`src/rtl/ram_playback_scheduler.sv`:
```
// Read-port sequencer for timed playback of a small RAM.
// Walks read_addr from a latched first address to a latched last address.
// Each word is held for TICK_CYCLES clocks. The sequencer supports loop,
// pause, single-step and stop. Every output comes straight from a flop.
module ram_playback_scheduler #(
  parameter int ADDR_W      = 5,
  parameter int TICK_CYCLES = 50_000_000
) (
  input  logic              CLOCK_50,
  input  logic              reset,
  input  logic              start,
  input  logic              stop,
  input  logic              pause,
  input  logic              step,
  input  logic              loop,
  input  logic [ADDR_W-1:0] first_addr,
  input  logic [ADDR_W-1:0] last_addr,
  output logic [ADDR_W-1:0] read_addr,
  output logic              advance,
  output logic              busy,
  output logic              done,
  output logic [1:0]        state
);

  localparam int CNT_W = (TICK_CYCLES > 1) ? $clog2(TICK_CYCLES) : 1;
  localparam logic [CNT_W-1:0] CNT_LAST = CNT_W'(TICK_CYCLES - 1);

  typedef enum logic [1:0] {
    IDLE  = 2'b00,
    PLAY  = 2'b01,
    PAUSE = 2'b10,
    DONE  = 2'b11
  } state_t;

  state_t            state_q, state_d;
  logic [ADDR_W-1:0] addr_q, addr_d;
  logic [ADDR_W-1:0] first_q, first_d;
  logic [ADDR_W-1:0] last_q, last_d;
  logic [CNT_W-1:0]  cnt_q, cnt_d;
  logic              advance_q, advance_d;
  logic              busy_q, busy_d;
  logic              done_q, done_d;
  logic              do_adv;

  // Next-state logic. Commands are resolved in this priority order:
  // stop, then start, then pause, then step, then dwell expiry.
  always_comb begin
    state_d = state_q;
    addr_d  = addr_q;
    first_d = first_q;
    last_d  = last_q;
    cnt_d   = cnt_q;
    do_adv  = 1'b0;
    if (stop) begin
      // The address is held so the last displayed word stays visible.
      state_d = IDLE;
      cnt_d   = '0;
    end else if (start) begin
      state_d = PLAY;
      addr_d  = first_addr;
      first_d = first_addr;
      last_d  = last_addr;
      cnt_d   = '0;
    end else begin
      case (state_q)
        PLAY: begin
          if (pause) begin
            state_d = PAUSE;
          end else if (cnt_q == CNT_LAST) begin
            cnt_d  = '0;
            do_adv = 1'b1;
          end else begin
            cnt_d = cnt_q + 1'b1;
          end
        end
        PAUSE: begin
          // The dwell counter stays frozen here, including on the exit cycle.
          // A step does not disturb it either.
          if (!pause) begin
            state_d = PLAY;
          end else if (step) begin
            do_adv = 1'b1;
          end
        end
        default: ;
      endcase
      if (do_adv) begin
        // Addresses wrap modulo the depth, so first > last is still a valid range.
        if (addr_q != last_q) begin
          addr_d = addr_q + 1'b1;
        end else if (loop) begin
          addr_d = first_q;
        end else begin
          state_d = DONE;
        end
      end
    end
    advance_d = do_adv;
    busy_d    = (state_d == PLAY) || (state_d == PAUSE);
    done_d    = (state_d == DONE);
  end

  // State and output registers. Reset takes effect without waiting for a clock.
  always_ff @(posedge CLOCK_50 or negedge reset) begin
    if (!reset) begin
      state_q   <= IDLE;
      addr_q    <= '0;
      first_q   <= '0;
      last_q    <= '0;
      cnt_q     <= '0;
      advance_q <= 1'b0;
      busy_q    <= 1'b0;
      done_q    <= 1'b0;
    end else begin
      state_q   <= state_d;
      addr_q    <= addr_d;
      first_q   <= first_d;
      last_q    <= last_d;
      cnt_q     <= cnt_d;
      advance_q <= advance_d;
      busy_q    <= busy_d;
      done_q    <= done_d;
    end
  end

  assign read_addr = addr_q;
  assign advance   = advance_q;
  assign busy      = busy_q;
  assign done      = done_q;
  assign state     = state_q;

endmodule

```
`config.mk`:
```
export PLATFORM = sky130hd
export DESIGN_NAME = ram_playback_scheduler
export DESIGN_NICKNAME = d
export VERILOG_FILES = /design/src/rtl/ram_playback_scheduler.sv
export SDC_FILE = /design/constraint.sdc
export NUM_CORES = 1
export LEC_CHECK = 0
export ABC_AREA = 1
export BUFFER_PORTS_ARGS = -buffer_cell sky130_fd_sc_hd__buf_2
export CAP_MARGIN = 20
export CORE_MARGIN = 2
export CORE_UTILIZATION = 48
export CTS_CLUSTER_SIZE = 20
export DETAILED_ROUTE_END_ITERATION = 10
export GPL_TIMING_DRIVEN = 0
export PLACE_DENSITY = 0.71
export SKIP_LAST_GASP = 1
export SYNTH_ARGS = -nofsm -noshare
export SYNTH_HDL_FRONTEND = slang
export SYNTH_SLANG_ARGS = --single-unit
export TNS_END_PERCENT = 100
```
`constraint.sdc`:
```
create_clock -name CLOCK_50 -period 2.11 [get_ports CLOCK_50]
set_clock_uncertainty 0.1 [all_clocks]
set_input_delay 0.5275 -clock CLOCK_50 [delete_from_list [all_inputs] [get_ports CLOCK_50]]
set_output_delay 0.5275 -clock CLOCK_50 [all_outputs]
set_load 0.1 [all_outputs]
```
### Word-level counts from Yosys, hierarchy flattened

Index checks and enable logic that the tools add are counted.
W data, S select, Z words.

* flip-flop bits (word level): 46
* input bits: 17
* word-level logic and storage cells: 52

* add/sub/neg operators: 2
* equal/unequal tests: 8
* mux-type cells: 26
* bitwise operators: 1
* reduce and logical (&&, ||, !) cells: 7

Operators with widths (number)
* $mux W26: 5
* $add A26 B1 Y26 const B: 1
* $eq A26 B26 Y1 const B: 1
* $mux W5: 4
* $mux W2: 7
* $mux W1: 8
* $eq A2 B2 Y1 const B: 3
* $reduce_bool A3 Y1: 2
* $add A5 B1 Y5 const B: 1
* $ne A5 B5 Y1: 1
* $eq A2 B1 Y1 const B: 2
* $pmux W2 S2: 1
* $reduce_and A2 Y1: 2
* $ne A3 B3 Y1 const B: 1
* $reduce_and A3 Y1: 1
* $pmux W1 S2: 1
* $reduce_bool A2 Y1: 1
* $logic_or A1 B1 Y1: 1
* $not A1 Y1: 1

### Longest topological paths before layout

Gate-level depths: netlist of the first run.

* depth in word-level cells: 11
* mapped depth: 14
* gate-level depth less buffers: 14

### Worst setup path before layout of the first run

Ideal clock, no wire load.

* kind: register to register
* start point: register state_q[0], in the netlist state[0]
* end point: register busy_q, in the netlist busy
* setup time: 0.126 ns
* arrival time: 2.124 ns
* slack: -0.240 ns
* stages on the path, launching flop included: 7
* buffers on the path: 0
* clock period less this slack: 2.350 ns
* cells stage by stage: dfrtp_1 -> inv_1 -> ha_1 -> o31ai_1 -> a21oi_1 -> a21oi_1 -> ha_1

* longest elaborated chain between the ends: 9

Ends and longest elaborated chain
* start, declared: line 35 `state_t state_q, state_d;`
* start signal, assigned: line 115 `state_q <= state_d;`
* $eq A2 B2 Y1 (tied with other cells): line 65 `case (state_q)`
* $pmux W2 S2 / $pmux W1 S2 (equally long branches): line 65
* $mux W2 / $mux W1 (equally long branches): line 91, 58
* $mux W2 / $mux W1 (equally long branches): line 89, 54
* $mux W2 (*): line 87 `if (do_adv) begin`
* $mux W2 (*): line 58 `end else if (start) begin`
* $mux W2 (*): line 54 `if (stop) begin`
* named net state_d[0]: line 35
* $eq A2 B1 Y1 / $eq A2 B2 Y1 (equally long branches): line 99 `busy_d = (state_d == PLAY) || (state_d == PAUSE);`
* $logic_or A1 B1 Y1 (*): line 99
* named net busy_d: line 41 `logic busy_q, busy_d;`
* end signal, assigned: line 121 `busy_q <= busy_d;`
* end, declared: line 41

Mark *: on every way through the listed nets, which the timed path passes. The rest lies on a longest branch. The select of a mux whose other input is x is not followed.
A chain may end at the register's enable or synchronous reset.

### Worst setup path in the final report of the first run

* start point: register cnt_q[1]
* end point: register busy_q, in the netlist busy

* longest elaborated chain between the ends: 11

Ends and longest elaborated chain
* start, declared: line 39 `logic [CNT_W-1:0] cnt_q, cnt_d;`
* start signal, assigned: line 119 `cnt_q <= cnt_d;`
* $eq A26 B26 Y1 (*): line 69 `end else if (cnt_q == CNT_LAST) begin`
* $mux W1 (*): line 69
* $mux W1 (*): line 67 `if (pause) begin`
* $pmux W1 S2 (*): line 65
* $mux W1 (*): line 58
* $mux W1 (*): line 54
* $mux W2 (*): line 87
* $mux W2 (*): line 58
* $mux W2 (*): line 54
* named net state_d[1]: line 35
* $eq A2 B1 Y1 / $eq A2 B2 Y1 (equally long branches): line 99
* $logic_or A1 B1 Y1 (*): line 99
* named net busy_d: line 41

Marked as above.

==> impl_metrics.py, run 1 <==
metrics = {
    "placed_design": {
        "gp_congestion": 0.853,
        "place.detailed.hpwl_um": 4540,
        "portBuffers": 26,
        "dp_slack_ps": 67.3,
    },
    "power_and_ir_drop": {
        "pwr_density_cell_nw_per_um2": 647,
        "power_frac_comb": 0.235,
        "clkPwrFrac": 0.278,
        "ir_drop_mv": 0.578,
        "swShare": 0.351,
        "switching_power_uw": 718,
        "power_uw": 2050,
        "intPower_uw": 1330,
        "power.leakage_uw": 0.00141,
        "seqPwrFrac": 0.487,
    },
    "timing": {
        "period_minus_slack_ps": 1990,
        "slew_viol_final": 0,
        "holdWs_ps": 46.4,
        "period_share": 0.943,
        "tightest_slew_ps": 490,
        "timing.fmax_ghz": 0.502,
        "setup_slack_ps": 120,
        "finalSetupViolations": 0,
        "final-hold-violation-count": 0,
        "relSlewSlack": 0.675,
    },
    "floorplan": {
        "rows": 27,
        "ios": 27,
        "initial_core_util": 0.499,
        "die_w_um": 79.9,
        "core_area_um2": 5540,
        "die_area_um2": 6380,
        "die_h_um": 79.9,
    },
    "worst_setup_path": {
        "cp_max_fo": 3,
        "r2r_cells": 10,
        "cp_data_required_time_ps": 2190,
        "worst_ep_arrival_time_ps": 2080,
        "cp-endpoint": "busy$_DFF_PN0_",
        "cp-start-kind": "flop",
        "reg2reg_from": "cnt_q[1]$_DFFE_PN0P_",
        "crit_start": "cnt_q[1]$_DFFE_PN0P_",
        "r2r_slack_ps": 120,
        "cp-end-kind": "flop",
        "worstSetupPathType": "flop to flop",
        "r2r_end": "busy$_DFF_PN0_",
    },
    "global_route": {
        "grt_max_degree": 47,
        "grt_pass1_vias": 2328,
        "overflow": 0,
        "antenna_found_initial": 0,
        "grt_pass1_wl_um": 10400,
        "groute.usage.overall": 0.207,
    },
    "run_status": {
        "status": "complete, no violations",
    },
    "yosys": {
        "syn_nets": 395,
        "avgSynthCellArea_um2": 7.41,
        "yosys_warnings": 0,
        "syn_inst": 373,
        "yosys.area.top_type": "dfrtp_1",
        "synthTopCellsByCount": "nand2_1, dfrtp_1, nor2_1",
        "async_reset_ff_frac": 1.00,
        "synth-edff-count": 0,
        "netlist_area_um2": 2770,
        "ys_types": 34,
        "ys.flop_type": "dfrtp_1",
        "synth-seq-cells": 46,
        "ys_seq_area_frac": 0.416,
        "yosys-top-cells-area": "dfrtp_1, nand2_1, nor2_1, nand3_1, inv_1",
        "yosysTopAreaCellShare": 0.416,
        "synth.most_common_cell": "nand2_1",
    },
    "cells_and_area": {
        "final_nets": 433,
        "drive_gt1_frac": 0.211,
        "layout-area-overhead-vs-synth_pct": 14.5,
        "diodes": 0,
    },
    "detailed_routing": {
        "via_per_inst": 5.11,
        "wire_per_inst_um": 12.9,
        "vias": 2471,
        "drt-total-wl_um": 6230,
        "drtIter0Drc": 185,
        "ant_nets": 0,
        "drc": 0,
        "first_pass_iters": 4,
    },
    "clocking": {
        "hold_buffers": 0,
        "path_clk_slew_ps": 90,
        "cts_buffer_depth": 2,
        "worstSkewPairLatency_ps": 300,
        "clkSinkCount": 46,
        "cts_tree": "built",
        "htree_levels": 2,
        "cts_root_buf": "clkbuf_8",
        "cts_buffers": 5,
    },
    "flow_run": {
        "maxCapViolations": 0,
    },
    "hold_path": {
        "hp-class": "primary input to asynchronous set/reset pin",
    },
}
-- state kept, by name (all words and copies together), names as in the netlist --
name / cells
first_q: 5
cnt_q: 26
busy: 1
state: 2
last_q: 5
read_addr: 5
done: 1
advance: 1
-- metal layers --
layer / global-route usage / routed length (µm)
met5: 0 / 0
met4: 0.0695 / 61
met3: 0.0373 / 279
met2: 0.357 / 3190
met1: 0.262 / 2700
-- through the flow --
stage / cell area, µm² / utilization / cells / TNS, ps
finish: 3170 / 0.572 / 484 / 0
global route: 3170 / 0.572 / 484 / -7.79
CTS: 3090 / 0.557 / 479 / 0
detailed placement: 2990 / 0.540 / 471 / 0
global placement: 2990 / 0.540 / 471 / 0
floorplan: 2770 / - / 373 / -79.9
-- cells by family (layout without fill, tap and decap cells) --
group | count (synthesis) | count (layout) | share of synthesized area
AOI/OAI and AO/OA | 50 | 50 | 0.101
DFF | 46 | 46 | 0.416
and+or+nand+nor | 214 | 214 | 0.366
buffers and inverters | 50 | 89 | 0.0683
adders and majority gates | 5 | 5 | 0.0226
xor gates and xnor gates | 8 | 8 | 0.0253
-- area by class of cell --
cell class                      count  area, µm²
Buffer                              4       16.3
Clock inverter                      2       12.5
Tap cell                           72       90.1
Fill cell                         519       2370
Inverter                           46        173
Timing Repair Buffer               31        180
Sequential cell                    46       1160
Multi-Input combinational cell    277       1460
Clock buffer                        6       82.6
-- power groups by stage --
stage | Sequential, µW | Clock, µW | Combinational, µW
2_1_floorplan | 1170 | 0 | 203
3_3_place_gp | 1010 | 0 | 465
3_5_place_dp | 1010 | 0 | 475
4_1_cts | 996 | 591 | 475
5_1_grt | 1010 | 630 | 532
6_report | 997 | 569 | 482
-- worst max-delay path, stage by stage (launching register included) --
cell	delay (ps)
dfrtp_1	370
ha_2	200
nand2_1	90
nor2_4	140
nand2_2	80
nor2_4	100
nand3_2	120
nand2_2	100
nand3_1	130
a21oi_2	210
ha_1	250
-- placed cells by master (no fill, tap or decap), drive strengths merged, types with 6 or more instances in the layout --
| cell | n |
|---|---|
| buf | 32 |
| clkbuf | 9 |
| nand3 | 28 |
| dfrtp | 46 |
| a21oi | 16 |
| nor3 | 15 |
| o21ai | 25 |
| nand2 | 113 |
| nor2 | 47 |
| xor2 | 6 |
| inv | 46 |
-- timing repair --
item | in CTS | in global routing
endpoints found under the setup margin | 0 | 4
setup buffers | 0 | 4
resized for setup | 0 | 6
-- how the worst min path moves through the flow --
stage / start / end / cells after the start
global placement: first_q[4]$_DFFE_PN0P_ / first_q[4]$_DFFE_PN0P_ / 2
detailed placement: first_q[0]$_DFFE_PN0P_ / first_q[0]$_DFFE_PN0P_ / 2
global route: reset / cnt_q[18]$_DFFE_PN0P_ / 1
finish: reset / cnt_q[21]$_DFFE_PN0P_ / 1
CTS: last_addr[4] / last_q[4]$_DFFE_PN0P_ / 3
floorplan: reset / advance$_DFF_PN0_ / 0
(Power assumes the default switching activity.)
==> run 2, diff against run 1 <==
clock period = 2.5 ns   (was 2.11 ns; I/O delays follow)
==> impl_metrics.py, run 2 (same netlist as run 1, synthesis figures left out) <==
metrics = {
    "cells_and_area": {
        "multi_input_area_um2": 1430,
        "drive_gt1_frac": 0.184,
        "final_nets": 429,
        "largest_reg_flops": 26,
        "layout-area-overhead-vs-synth_pct": 13.0,
        "nFillCells": 553,
        "fin_cells": 480,
        "layout_common_cells": "nand2_1, dfrtp_1, nor2_1",
        "regArea_um2": 1150,
        "layout_commonest_cell": "nand2_1",
        "top_register": "cnt_q",
        "diodes": 0,
    },
    "worst_setup_path": {
        "crit_chain": "buf_2",
        "worstSetupPathType": "flop to output pin",
        "r2r_slack_ps": 470,
        "path_buf_inv": 1,
        "cp-end-kind": "output pin",
        "cp_top_family": "flip-flops",
        "r2r_cells": 10,
        "cp-start-kind": "flop",
        "critPathSlowestCell": "dfrtp_1",
        "r2r_end": "busy$_DFF_PN0_",
        "slowest_delay_ps": 550,
        "cp_max_fo": 7,
        "reg2reg_from": "cnt_q[1]$_DFFE_PN0P_",
        "cp_data_required_time_ps": 1770,
        "cp_num_cells": 1,
        "worst_ep_arrival_time_ps": 1340,
    },
    "run_status": {
        "status": "complete, no violations",
    },
    "timing": {
        "relSlewSlack": 0.615,
        "tightest_slew_ps": 577,
        "setup_slack_ps": 433,
        "period_minus_slack_ps": 2070,
        "tns_ps": 0,
        "period_share": 0.827,
        "timing.fmax_ghz": 0.484,
        "finalSetupViolations": 0,
        "final-hold-violation-count": 0,
        "slew_viol_final": 0,
        "rsz0062_at_grt": "no",
    },
    "clocking": {
        "cts_buffers": 5,
        "clkSinkCount": 46,
        "cts_root_buf": "clkbuf_8",
        "postCtsSetupRepairBufs": 0,
        "cts_resized": 0,
        "worstSkewPairLatency_ps": 300,
        "cts_buffer_depth": 2,
        "path_clk_slew_ps": 90,
        "cts_tree": "built",
        "htree_levels": 2,
        "hold_buffers": 0,
    },
    "power_and_ir_drop": {
        "pwr_density_cell_nw_per_um2": 582,
        "ir_drop_mv": 0.426,
        "power.leakage_uw": 0.00141,
    },
    "placed_design": {
        "place.detailed.hpwl_um": 4540,
        "gp_congestion": 0.849,
        "portBuffers": 26,
        "dp_slack_ps": 410,
        "place_inst": 471,
    },
    "floorplan": {
        "die_h_um": 79.9,
        "initial_core_util": 0.499,
        "die_area_um2": 6380,
        "die_w_um": 79.9,
        "rows": 27,
        "core_area_um2": 5540,
        "ios": 27,
    },
    "detailed_routing": {
        "ant_nets": 0,
        "first_pass_iters": 5,
        "wire_per_inst_um": 12.7,
        "drtIter0Drc": 131,
        "via_per_inst": 5.07,
        "drc": 0,
        "drt-total-wl_um": 6080,
        "vias": 2435,
    },
    "global_route": {
        "grt_pass1_vias": 2381,
        "overflow": 0,
        "antenna_found_initial": 0,
        "grt_pass1_wl_um": 10500,
        "grt_max_degree": 47,
        "groute.usage.overall": 0.209,
    },
    "flow_run": {
        "maxCapViolations": 0,
    },
    "hold_path": {
        "hp-class": "primary input to asynchronous set/reset pin",
    },
}
==> run 2: power by group <==
group | switching (µW) | internal, µW
registers | 53.7 | 788
logic | 293 | 108
clock network | 277 | 300
total | 624 | 1200
==> run 2: per-layer routing <==
layer	up-vias	share of wire	track usage
met2	54	0.48	0.357
li1	1272	-	-
met1	1098	0.46	0.267
met4	0	0.015	0.0627
met3	11	0.040	0.0385
met5	-	0	0
==> run 2: through the flow <==
step	util	total power [µW]	cell area, µm²	hold WS (ps)
after floorplan	-	1150	2770	229
after global placement	0.539	1250	2990	357
after detailed placement	0.539	1250	2990	359
after CTS	0.559	1830	3100	381
after global routing	0.564	1920	3130	243
final	0.564	1820	3130	204
==> run 2: area by class of cell <==
| class | instances | share of cell area |
|---|---|---|
| flip-flops and latches | 46 | 0.368 |
| well taps | 72 | 0.0288 |
| plain buffers | 4 | 0.00520 |
| clock buffers | 5 | 0.0220 |
| repair buffers | 27 | 0.0504 |
| inverters | 46 | 0.0552 |
| clock inverters | 3 | 0.0140 |
| multi-input cells | 277 | 0.456 |
==> run 2: how the worst max path moves through the flow <==
stage	startpoint	slack [ps]	to
after detailed placement	pause	410	cnt_q[23]$_DFFE_PN0P_
after floorplan	state[0]$_DFF_PN0_	150	busy$_DFF_PN0_
after global routing	state[1]$_DFF_PN0_	250	cnt_q[23]$_DFFE_PN0P_
after CTS	read_addr[2]$_DFFE_PN0P_	430	read_addr[2]
final	read_addr[2]$_DFFE_PN0P_	430	read_addr[2]
after global placement	pause	420	cnt_q[23]$_DFFE_PN0P_
